File: src/rtl/alu_req_arbiter.sv
// Two-requester round-robin front end for the shared 8x8 ALU: accepts one
// command, pulses the ALU enable, waits for its result and returns it tagged.
module alu_req_arbiter #(
  parameter int A_WIDTH   = 8,
  parameter int B_WIDTH   = 8,
  parameter int FUN_WIDTH = 4,
  parameter int OUT_WIDTH = 16,
  parameter int TIMEOUT   = 4
) (
  input  logic                 CLK,
  input  logic                 RST,
  input  logic                 req0_valid,
  output logic                 req0_ready,
  input  logic [A_WIDTH-1:0]   req0_a,
  input  logic [B_WIDTH-1:0]   req0_b,
  input  logic [FUN_WIDTH-1:0] req0_fun,
  input  logic                 req1_valid,
  output logic                 req1_ready,
  input  logic [A_WIDTH-1:0]   req1_a,
  input  logic [B_WIDTH-1:0]   req1_b,
  input  logic [FUN_WIDTH-1:0] req1_fun,
  output logic                 resp_valid,
  input  logic                 resp_ready,
  output logic                 resp_id,
  output logic [OUT_WIDTH-1:0] resp_data,
  output logic                 resp_err,
  output logic [A_WIDTH-1:0]   alu_a,
  output logic [B_WIDTH-1:0]   alu_b,
  output logic [FUN_WIDTH-1:0] alu_fun,
  output logic                 alu_en,
  input  logic [OUT_WIDTH-1:0] alu_out,
  input  logic                 alu_out_valid,
  output logic                 busy
);

  localparam int CNT_W = $clog2(TIMEOUT) + 1;
  localparam logic [FUN_WIDTH-1:0] MAX_LEGAL_FUN = FUN_WIDTH'(13);
  localparam logic [CNT_W-1:0]     CNT_LAST      = CNT_W'(TIMEOUT - 1);

  typedef enum logic [1:0] {IDLE, ISSUE, WAIT, RESP} state_t;

  state_t               state_q, state_d;
  logic                 last_q, last_d;
  logic                 id_q, id_d;
  logic [A_WIDTH-1:0]   a_q, a_d;
  logic [B_WIDTH-1:0]   b_q, b_d;
  logic [FUN_WIDTH-1:0] fun_q, fun_d;
  logic [OUT_WIDTH-1:0] data_q, data_d;
  logic                 err_q, err_d;
  logic [CNT_W-1:0]     cnt_q, cnt_d;

  logic                 gnt_any;
  logic                 gnt_id;
  logic [A_WIDTH-1:0]   sel_a;
  logic [B_WIDTH-1:0]   sel_b;
  logic [FUN_WIDTH-1:0] sel_fun;

  // Under contention the requester that did not win last time gets the grant.
  always_comb begin
    gnt_any    = req0_valid | req1_valid;
    gnt_id     = (req0_valid && req1_valid) ? ~last_q : req1_valid;
    sel_a      = gnt_id ? req1_a   : req0_a;
    sel_b      = gnt_id ? req1_b   : req0_b;
    sel_fun    = gnt_id ? req1_fun : req0_fun;
    req0_ready = (state_q == IDLE) && !RST && gnt_any && !gnt_id;
    req1_ready = (state_q == IDLE) && !RST && gnt_any && gnt_id;
  end

  always_comb begin
    state_d = state_q;
    last_d  = last_q;
    id_d    = id_q;
    a_d     = a_q;
    b_d     = b_q;
    fun_d   = fun_q;
    data_d  = data_q;
    err_d   = err_q;
    cnt_d   = cnt_q;
    case (state_q)
      IDLE: begin
        if (gnt_any) begin
          last_d = gnt_id;
          id_d   = gnt_id;
          a_d    = sel_a;
          b_d    = sel_b;
          fun_d  = sel_fun;
          if (sel_fun <= MAX_LEGAL_FUN) begin
            state_d = ISSUE;
          end else begin
            state_d = RESP;
            data_d  = '0;
            err_d   = 1'b1;
          end
        end
      end
      ISSUE: begin
        cnt_d   = '0;
        state_d = WAIT;
      end
      WAIT: begin
        // A result on the last allowed cycle still wins over the timeout.
        if (alu_out_valid) begin
          data_d  = alu_out;
          err_d   = 1'b0;
          state_d = RESP;
        end else if (cnt_q == CNT_LAST) begin
          data_d  = '0;
          err_d   = 1'b1;
          state_d = RESP;
        end else begin
          cnt_d = cnt_q + 1'b1;
        end
      end
      RESP: begin
        if (resp_ready) state_d = IDLE;
      end
      default: state_d = IDLE;
    endcase
  end

  always_ff @(posedge CLK) begin
    if (RST) begin
      state_q <= IDLE;
      last_q  <= 1'b1;
      id_q    <= 1'b0;
      a_q     <= '0;
      b_q     <= '0;
      fun_q   <= '0;
      data_q  <= '0;
      err_q   <= 1'b0;
      cnt_q   <= '0;
    end else begin
      state_q <= state_d;
      last_q  <= last_d;
      id_q    <= id_d;
      a_q     <= a_d;
      b_q     <= b_d;
      fun_q   <= fun_d;
      data_q  <= data_d;
      err_q   <= err_d;
      cnt_q   <= cnt_d;
    end
  end

  assign alu_a      = a_q;
  assign alu_b      = b_q;
  assign alu_fun    = fun_q;
  assign alu_en     = (state_q == ISSUE);
  assign resp_valid = (state_q == RESP);
  assign resp_id    = id_q;
  assign resp_data  = data_q;
  assign resp_err   = err_q;
  assign busy       = (state_q != IDLE);

endmodule

File: config.mk
export PLATFORM = sky130hd
export DESIGN_NAME = alu_req_arbiter
export DESIGN_NICKNAME = d
export VERILOG_FILES = /design/src/rtl/alu_req_arbiter.sv
export SDC_FILE = /design/constraint.sdc
export NUM_CORES = 1
export LEC_CHECK = 0
export ABC_CLOCK_PERIOD_IN_PS = 2500
export CORE_MARGIN = 5
export CORE_UTILIZATION = 39
export DETAILED_ROUTE_END_ITERATION = 6
export GPL_TIMING_DRIVEN = 1
export PLACE_DENSITY = 0.9
export SLEW_MARGIN = 5
export SYNTH_ARGS = -nofsm -noshare
export SYNTH_HDL_FRONTEND = slang
export SYNTH_SLANG_ARGS = --single-unit
File: constraint.sdc
create_clock -name CLK -period 2.5 [get_ports CLK]
set_input_delay 0.375 -clock CLK [delete_from_list [all_inputs] [get_ports CLK]]
set_output_delay 0.375 -clock CLK [all_outputs]
set_load 0.05 [all_outputs]
# Word-level counts from Yosys, hierarchy flattened
# Cells that the tools add are included.
dict set report word_totals {
  regBits 44
  inputBits 62
  out_inout_bits 43
  elab_cells 61
}
dict set report op_classes {
  n_addsub 1
  magnitude_cmp 1
  eq_ne 10
  muxes 23
  n_bitwise 2
  n_reduce_logical 15
}
# op count
set ops {}
lappend ops {{$mux 16} 4}
lappend ops {{$pmux 16 s2} 1}
lappend ops {{$mux 8} 2}
lappend ops {{$mux 2} 5}
lappend ops {{$ne 2x2->1 const B} 4}
lappend ops {{$pmux 2 s4} 1}
lappend ops {{$mux 3} 2}
lappend ops {{$pmux 3 s2} 1}
lappend ops {{$reduce_and 3->1} 2}
lappend ops {{$reduce_bool 2->1} 3}
lappend ops {{$logic_and 1x1->1} 5}
lappend ops {{$mux 1} 5}
lappend ops {{$eq 2x2->1 const B} 2}
lappend ops {{$le 4x4->1 const B} 1}
lappend ops {{$mux 4} 1}
lappend ops {{$reduce_and 4->1} 1}
lappend ops {{$add 3x1->3 const B} 1}
lappend ops {{$eq 3x2->1 const B} 1}
lappend ops {{$ne 3x3->1 const B} 1}
lappend ops {{$eq 2x1->1 const B} 1}
lappend ops {{$logic_not 1->1} 2}
lappend ops {{$logic_not 2->1} 1}
lappend ops {{$ne 2x1->1 const B} 1}
lappend ops {{$pmux 1 s2} 1}
lappend ops {{other kinds (3)} 3}

# Depth between registers and ports, before layout
# Gate-level depths: netlist of run 1.
dict set report logic_depth {
  ltp_word 7
  depth_mapped 7
  depth_no_buf 6
}

# Worst setup path before layout of run 1
# OpenSTA, ideal clock, no wires.
dict set report synth_timing {
  kind {reg2out}
  from {register state_q[0]}
  to {output port req0_ready}
  arrival_ns 1.886
  required_ns 2.125
  path_slack_ns 0.239
  stages_incl_launch_ff 5
  n_path_buf 0
  path_cell_list {dfxtp_1 inv_1 ha_1 o21ai_0 nor3_1}
}
dict set report synth_via {
  elab_chain_len 4
}
# element line
set synth_lines {}
lappend synth_lines {{start: declaration} 42} ;# state_t state_q, state_d;
lappend synth_lines {{start signal: assignment} 133} ;# state_q <= state_d;
lappend synth_lines {{$logic_not 2->1} 65} ;# req0_ready = (state_q == IDLE) && !RST && gnt_any && !gnt_id;
lappend synth_lines {{$logic_and 1x1->1 (3 in series)} 65}
lappend synth_lines {{end: declaration} 13} ;# output logic req0_ready,
# No other way between the ends.

# Worst setup path after layout of run 1
dict set report layout_timing {
  from {input port req1_valid}
  to {output port req1_ready}
}
dict set report layout_via {
  elab_chain_len 3
  word_cells_on_any_way 5
  classes_between {mux (1); bitwise (1); reduce/logical (3)}
}
# element line
set layout_lines {}
lappend layout_lines {{start: declaration} 17} ;# input logic req1_valid,
lappend layout_lines {{$or 1x1->1 or $logic_and 1x1->1 (tied branches)} {60, 61}}
lappend layout_lines {{$logic_and 1x1->1 or $mux 1 (tied branches)} {66, 61}}
lappend layout_lines {{$logic_and 1x1->1 *} 66} ;# req1_ready = (state_q == IDLE) && !RST && gnt_any && gnt_id;
lappend layout_lines {{end: declaration} 18} ;# output logic req1_ready,
# Every way passes the cells marked *; elsewhere a longest branch is shown, timed or not.

==> impl_metrics.csv, run 1 <==
group,metric,value,unit
critical_path,cp_data_arrival_time,1.92,ns
route,wirelength,5.325,mm
critical_path,timing.critical_path.to_type,"output pin",
logic_synthesis,synthTopCellsByArea,"sky130_fd_sc_hd__dfxtp_1 (44%), sky130_fd_sc_hd__mux2i_1 (18%), sky130_fd_sc_hd__a211oi_1 (7.8%)",
logic_synthesis,post_synth_fa_ha_maj_area_fraction,4.334,%
global_route,antenna_found_initial,0,
cts,cts.reportedPaths.clkPinSlew,0.08,ns
logic_synthesis,post_synth_xor_area_fraction,0,%
logic_synthesis,synth_commonest_cells,"sky130_fd_sc_hd__dfxtp_1 (44), sky130_fd_sc_hd__mux2i_1 (36), sky130_fd_sc_hd__nand2_1 (36)",
placement,placed_cells_incl_taps,385,
critical_path,timing.critical_path.mode_cell,"sky130_fd_sc_hd__buf_4",
die,boundaryPins,105,
logic_synthesis,post_synth_instance_area,2021,µm²
global_route,vias_in_the_first_global_route,1882,
min_path,hold_path.class,"register to register",
die,rows,26,
cts,clockBufferDepth,2,
cts,cts_hold_buf,0,
die,core,5075,µm²
power_and_ir_drop,p_per_area,967.4,nW/µm²
die,dieHeight,81.98,µm
global_route,grt_overflow,0,
logic_synthesis,main_flop_type_after_synthesis,"sky130_fd_sc_hd__dfxtp_1",
route,drt_first_iter_violations,65,
final_layout,fraction_of_layout_instances_using_a_drive_strength_above_1,5.882,%
global_route,first_pass_grt_wire_length,8.286,mm
final_layout,final-instance-count-excl-fill,393,
power_and_ir_drop,worst_ir_drop_vdd,557.5,µV
placement,gp_routability_congestion,0.8306,
route,drt_pass1_iterations,4,
final_layout,antenna_cells,0,
die,initial_core_util,39.82,%
global_route,grt.total_usage,15.72,%
cts,cell_at_the_root_of_the_clock_tree,"sky130_fd_sc_hd__clkbuf_8",
die,die_w,81.98,µm
logic_synthesis,portion_of_netlist_area_occupied_by_mux_cells,18.58,%
die,design.die.area,6721,µm²
critical_path,sequence_of_cells_on_the_critical_path,"clkdlybuf4s50_1 -> a21boi_2 -> buf_4 -> and3_1 -> buf_4",
logic_synthesis,area_fraction_in_compound_gates_after_synthesis,13.56,%
placement,detailed_place.area,3131,µm²
critical_path,cpMaxStageDelayCell,"sky130_fd_sc_hd__clkdlybuf4s50_1",
logic_synthesis,top_cell_type_by_total_area_after_synthesis,"sky130_fd_sc_hd__dfxtp_1",
critical_path,crit_required,2.12,ns
critical_path,crit_family,"buffers and inverters",
logic_synthesis,yosys.area_share.simple,15.17,%
cts,tritoncts_num_sinks,44,
logic_synthesis,number_of_standard_cells_after_synthesis,219,
sta,fin_worst_skew,0.003207,ns
logic_synthesis,yosysWarnings,0,
logic_synthesis,syn_nets,288,
sta,fmaxAchievable,435.1,MHz
sta,timing.max_slew.rel_slack,32.20,%
sta,setup_repair_after_global_routing_missed_its_margin,"no",
placement,hpwl,4.128,mm
logic_synthesis,yosysTopAreaCellShare,43.59,%
sta,hold_viol_final,0,
job,cap_violations,0,
logic_synthesis,synthMostInstantiatedCell,"sky130_fd_sc_hd__dfxtp_1",
logic_synthesis,seq_area_frac_synth,43.59,%
route,drc,0,
critical_path,count_of_buffering_cells_on_the_critical_path_with_inverters_included,3,
cts,clock_tree_from_tritoncts,"done",
logic_synthesis,syn_avg_cell_area,9.227,µm²
route,vias,1913,
sta,finalHoldWorstSlack,0.4570,ns
final_layout,fin_nets,391,
outcome,status,"completed",
final_layout,layout.core_utilization,63.51,%
placement,port_buffers,104,
sta,max_slew.worst_pin.slew,1.013,ns
route,average_via_count_per_standard_cell,4.868,
route,routed_wire_length_per_instance,13.55,µm
final_layout,fillers,434,
logic_synthesis,synth_top_family_by_area,"multiplexers",
final_layout,postLayoutCellArea,3223,µm²
global_route,grt_start_max_net_pins,41,
final_layout,layout-area-overhead-vs-synth,59.50,%
critical_path,worst-path-max-fanout,22,
route,route.antenna.remaining_nets,0,
critical_path,cp_slowest_stage_delay,0.52,ns
power_and_ir_drop,leakage,0.001296,µW
cts,cts-buffers-inserted,5,
cts,depth_of_the_cts_h_tree,2,
sta,post_route_clock_period_utilization,91.93,%
sta,timing.final.max_slew_violations,0,
logic_synthesis,post_synth_edffs,0,
logic_synthesis,asyncSetResetFlopFracSynth,0,%
sta,report.final.setup_viol,0,
cts,clkLatencyLatePin,0.29,ns
logic_synthesis,post_synth_num_cell_types,26,
sta,timing.final.crit_period,2.298,ns
logic_synthesis,synth_seq_cells,44,
sta,totalNegativeSetupSlack,0,ns
critical_path,setup_crit_start_kind,"input pin",
critical_path,classification_of_the_worst_setup_path,"input pin to output pin",
==> cell families after synthesis <==
kind of cell             Yosys count
AO/OA/AOI/OAI                     35
adder cells (fa/ha/maj)            7
buffers and inverters             21
flip-flops                        44
multiplexers                      37
AND/OR/NAND/NOR                   75
==> routing by layer <==
metal	wire length [µm]	up-vias	track usage, %
met1	2067	870	16.74
met3	504	6	4.934
li1	-	964	-
met5	0	-	0
met2	2696	73	28.84
met4	57	0	5.648
==> stage by stage <==
step	power, µW	setup WS (ns)
2_1_floorplan	2136	0.2388
4_1_cts	3149	0.1054
5_1_grt	3308	0.1050
6_report	3118	0.2017
3_5_place_dp	2693	0.1434
3_3_place_gp	2665	0.2026
==> worst register-to-register path, cell delays in order (launching register included) <==
cell                      delay (ns)
sky130_fd_sc_hd__dfxtp_1        0.33
sky130_fd_sc_hd__inv_1          0.13
sky130_fd_sc_hd__ha_1           0.26
sky130_fd_sc_hd__nand2_1        0.12
sky130_fd_sc_hd__nor2_1         0.78
sky130_fd_sc_hd__nand2_1        0.17
sky130_fd_sc_hd__mux2i_1        0.17
==> flip-flops by register name (all words and copies together) (netlist names) <==
name       flops
cnt_q          3
alu_a          8
state_q        2
resp_data     16
alu_fun        4
resp_err       1
alu_b          8
last_q         1
resp_id        1
==> power by group <==
group	switching [µW]	total, µW	leakage (µW)	internal, µW
Sequential	88.4	950	0.000360	861
Clock	221	447	0.0000455	225
Combinational	1090	1720	0.000890	627
Total	1400	3120	0.00130	1710
==> cell type report <==
class	instances	area, µm²	area share [%]
clock buffers	8	90.09	2.795
inverters	8	30.03	0.9317
multi-input cells	154	1046	32.45
flip-flops and latches	44	880.8	27.33
well taps	70	87.58	2.717
repair buffers	109	1089	33.77
==> path summary, 6_finish.rpt <==
path,startpoint,to,slack (ns),depth (start not counted)
worst max-delay path,req1_valid,req1_ready,0.20,5
worst min-delay path,cnt_q[1],cnt_q[1],0.46,2
worst max register to register,state_q[0],resp_data[15],0.48,6
worst min register to register,cnt_q[1],cnt_q[1],0.46,2
==> cells in the final DEF (no fill, tap or decap), drive strengths merged, types with 2 or more instances in the layout <==
| master | n |
|---|---|
| nor2 | 29 |
| a21oi | 5 |
| mux2i | 36 |
| nand2 | 36 |
| inv | 7 |
| clkbuf | 8 |
| buf | 7 |
| dfxtp | 44 |
| a211oi | 21 |
| clkdlybuf4s50 | 101 |
| nand3 | 2 |
| o21ai | 3 |
| ha | 7 |
| and3 | 2 |
| nor3 | 3 |
==> timing repair <==
action,4_1_cts,5_1_grt
setup endpoints to repair,0,1
gates resized for setup,0,1
buffers inserted,0,0
endpoints found under the hold margin,0,0
Note: power is estimated with default switching activity, not from simulation.
==> inputs of run 2 (changes only) <==
--- a/config.mk
+++ b/config.mk
@@ -8,10 +8,11 @@
 export ABC_CLOCK_PERIOD_IN_PS = 2500
 export CORE_MARGIN = 5
 export CORE_UTILIZATION = 39
+export CTS_CLUSTER_SIZE = 24
 export DETAILED_ROUTE_END_ITERATION = 6
 export GPL_TIMING_DRIVEN = 1
 export PLACE_DENSITY = 0.9
-export SLEW_MARGIN = 5
+export SLEW_MARGIN = 20
 export SYNTH_ARGS = -nofsm -noshare
 export SYNTH_HDL_FRONTEND = slang
 export SYNTH_SLANG_ARGS = --single-unit
==> results of run 2 <==
The final DEF is identical to that of run 1; final timing and power are the same.
==> inputs of run 3 (changes only) <==
--- a/config.mk
+++ b/config.mk
@@ -5,13 +5,14 @@
 export SDC_FILE = /design/constraint.sdc
 export NUM_CORES = 1
 export LEC_CHECK = 0
+export ABC_AREA = 1
 export ABC_CLOCK_PERIOD_IN_PS = 2500
 export CORE_MARGIN = 5
-export CORE_UTILIZATION = 39
+export CORE_UTILIZATION = 41
 export CTS_CLUSTER_SIZE = 24
 export DETAILED_ROUTE_END_ITERATION = 6
 export GPL_TIMING_DRIVEN = 1
-export PLACE_DENSITY = 0.9
+export PLACE_DENSITY = 0.91
 export SLEW_MARGIN = 20
 export SYNTH_ARGS = -nofsm -noshare
 export SYNTH_HDL_FRONTEND = slang
==> impl_metrics.csv, run 3 <==
group,metric,value,unit
outcome,status,"completed",
global_route,grt.total_usage,18.57,%
sta,hold_viol_final,0,
route,drt_pass1_iterations,4,
sta,setup_repair_after_global_routing_missed_its_margin,"no",
logic_synthesis,syn_avg_cell_area,7.695,µm²
route,met3_wirelength,460,µm
die,boundaryPins,105,
logic_synthesis,number_of_standard_cells_after_synthesis,287,
logic_synthesis,synth_top_family_by_area,"simple AND/OR/NAND/NOR gates",
sta,fin_worst_skew,0.006276,ns
critical_path,timing.critical_path.to_type,"output pin",
sta,totalNegativeSetupSlack,0,ns
die,rows,26,
critical_path,classification_of_the_worst_setup_path,"register to output pin",
sta,fmaxAchievable,423.8,MHz
logic_synthesis,asyncSetResetFlopFracSynth,0,%
logic_synthesis,post_synth_edffs,0,
sta,timing.max_slew.rel_slack,63.73,%
logic_synthesis,top_cell_type_by_total_area_after_synthesis,"sky130_fd_sc_hd__dfxtp_1",
route,wl_met2,3.145,mm
cts,post_cts_resize_count,0,
sta,timing.final.crit_period,2.359,ns
power_and_ir_drop,leakage,0.001227,µW
route,routed_wire_length_per_instance,14.45,µm
cts,cell_at_the_root_of_the_clock_tree,"sky130_fd_sc_hd__clkbuf_8",
sta,timing.final.max_slew_violations,0,
cts,cts.reportedPaths.clkPinSlew,0.08,ns
critical_path,crit_required,2.12,ns
critical_path,worst-path-max-fanout,4,
die,die_w,83.39,µm
global_route,antenna_found_initial,0,
sta,max_slew.worst_pin.slew,0.5424,ns
cts,cts-buffers-inserted,5,
placement,hpwl,4.874,mm
final_layout,mostFrequentLayoutCell,"sky130_fd_sc_hd__clkdlybuf4s50_1",
critical_path,setup.worst_path.end,"busy",
logic_synthesis,post_synth_xor_area_fraction,0,%
route,route.antenna.remaining_nets,0,
critical_path,r2r_cells,7,
logic_synthesis,main_flop_type_after_synthesis,"sky130_fd_sc_hd__dfxtp_1",
critical_path,r2r_end,"resp_data[3]",
die,initial_core_util,42.69,%
global_route,grt_start_max_net_pins,24,
final_layout,postLayoutCellArea,3353,µm²
critical_path,critical_path.reg2reg.startpoint,"state_q[0]",
logic_synthesis,synth_seq_cells,44,
logic_synthesis,yosysTopAreaCellShare,39.89,%
final_layout,fin_nets,455,
cts,post_cts.repair.setup_buffers,0,
logic_synthesis,seq_area_frac_synth,39.89,%
die,design.die.area,6954,µm²
final_layout,number_of_flip_flops_under_the_largest_register_name,16,
logic_synthesis,yosysWarnings,0,
final_layout,antenna_cells,0,
route,drt_first_iter_violations,75,
cts,cts_hold_buf,0,
route,vias,2309,
critical_path,register_to_register_path_setup_slack,0.49,ns
final_layout,layout-area-overhead-vs-synth,51.84,%
route,top_layer,"met4",
final_layout,fraction_of_layout_instances_using_a_drive_strength_above_1,12.44,%
final_layout,mostFrequentLayoutCells,"sky130_fd_sc_hd__clkdlybuf4s50_1 (101), sky130_fd_sc_hd__nand2_1 (57), sky130_fd_sc_hd__dfxtp_1 (44), sky130_fd_sc_hd__a21oi_1 (28)",
placement,gp_routability_congestion,0.8077,
cts,depth_of_the_cts_h_tree,2,
logic_synthesis,portion_of_netlist_area_occupied_by_mux_cells,0,%
die,core,5172,µm²
final_layout,fillers,436,
critical_path,cp_data_arrival_time,1.98,ns
die,dieHeight,83.39,µm
logic_synthesis,area_fraction_in_compound_gates_after_synthesis,23.40,%
route,wirelength,6.589,mm
sta,post_route_clock_period_utilization,94.37,%
route,average_via_count_per_standard_cell,5.064,
route,drc,0,
critical_path,crit_start,"state_q[1]",
critical_path,setup_crit_start_kind,"register",
logic_synthesis,syn_nets,356,
placement,port_buffers,104,
job,cap_violations,0,
logic_synthesis,synthMostInstantiatedCell,"sky130_fd_sc_hd__nand2_1",
placement,detailed_place.area,3276,µm²
min_path,hold_path.class,"register to register",
global_route,grt_overflow,0,
logic_synthesis,post_synth_fa_ha_maj_area_fraction,3.966,%
power_and_ir_drop,p_per_area,1011,nW/µm²
global_route,vias_in_the_first_global_route,2294,
logic_synthesis,synth_commonest_cells,"sky130_fd_sc_hd__nand2_1 (57), sky130_fd_sc_hd__dfxtp_1 (44), sky130_fd_sc_hd__a21oi_1 (28)",
logic_synthesis,yosys.area_share.simple,25.38,%
logic_synthesis,post_synth_instance_area,2208,µm²
cts,clkLatencyLatePin,0.29,ns
power_and_ir_drop,worst_ir_drop_vdd,589.5,µV
logic_synthesis,post_synth_num_cell_types,28,
route,routedLengthMet1,2.904,mm
sta,report.final.setup_viol,0,
global_route,first_pass_grt_wire_length,10.84,mm
logic_synthesis,synthTopCellsByArea,"sky130_fd_sc_hd__dfxtp_1 (40%), sky130_fd_sc_hd__nand2_1 (9.7%), sky130_fd_sc_hd__a21oi_1 (6.3%)",
cts,clock_tree_from_tritoncts,"done",
cts,clockBufferDepth,2,
cts,tritoncts_num_sinks,44,
## run 3: changes by cell type after synthesis, sizes merged, moves of 3 or more
cell	before	now
buf	4	10
a21oi	5	39
a211oi	21	0
nor2	29	22
o21ai	3	23
nand2	36	73
o21bai	0	18
mux2i	36	0
inv	7	13
nand3	2	23
a31oi	0	3
## run 3: final cells by class
class                      instances  area, µm²  area share, %
tap                               70      87.58          2.612
sequential                        44      880.8          26.27
clock buffer                       6      72.57          2.164
multi-input combinational        213       1165          34.74
timing repair buffer             109       1094          32.61
inverter                          13      48.80          1.455
clock inverter                     1      5.005         0.1493
## run 3: kinds of logic (layout without fill, tap and decap cells)
| group | Yosys count | in the layout |
|---|---|---|
| adders and majority gates | 7 | 7 |
| and+or+nand+nor | 123 | 123 |
| DFF | 44 | 44 |
| AOI/OAI and AO/OA | 83 | 83 |
| buffers and inverters | 30 | 129 |
## run 3: worst min-delay path by stage
stage / startpoint / to / slack [ns] / cells past startpoint
finish: alu_a[2] / alu_a[2] / 0.47 / 2
global route: alu_b[4] / alu_b[4] / 0.48 / 2
CTS: alu_a[6] / alu_a[6] / 0.47 / 2
detailed placement: resp_data[4] / resp_data[4] / 0.45 / 2
global placement: resp_id / resp_id / 0.45 / 2
floorplan: cnt_q[0] / cnt_q[0] / 0.44 / 2
## run 3: stage by stage
stage                     power (µW)  instances  hold WS [ns]  setup slack [ns]  utilization (%)
after floorplan                 2466        287        0.4428           0.07299                -
after global placement          2930        449        0.4502            0.3588            63.33
after detailed placement        2982        449        0.4538            0.2753            63.33
after CTS                       3410        456        0.4679            0.1214            64.83
after global routing            3583        456        0.4772           0.05246            64.83
final                           3391        456        0.4676            0.1406            64.83
## run 3: critical path, cell delays in order (launching register included)
cell                              delay (ns)
sky130_fd_sc_hd__dfxtp_1                0.38
sky130_fd_sc_hd__inv_1                  0.11
sky130_fd_sc_hd__ha_1                   0.26
sky130_fd_sc_hd__inv_2                  0.13
sky130_fd_sc_hd__clkdlybuf4s50_1        0.82
## run 3: routing by layer
| layer | track usage (%) | up-vias |
|---|---|---|
| li1 | - | 1148 |
| met1 | 22.72 | 1070 |
| met2 | 32.36 | 82 |
| met3 | 4.851 | 9 |
| met4 | 4.458 | 0 |
| met5 | 0 | - |
## run 3: report_power, final
part	internal (µW)	switching, µW
Sequential	850	82.1
Clock	190	233
Combinational	676	1360
Total	1720	1680
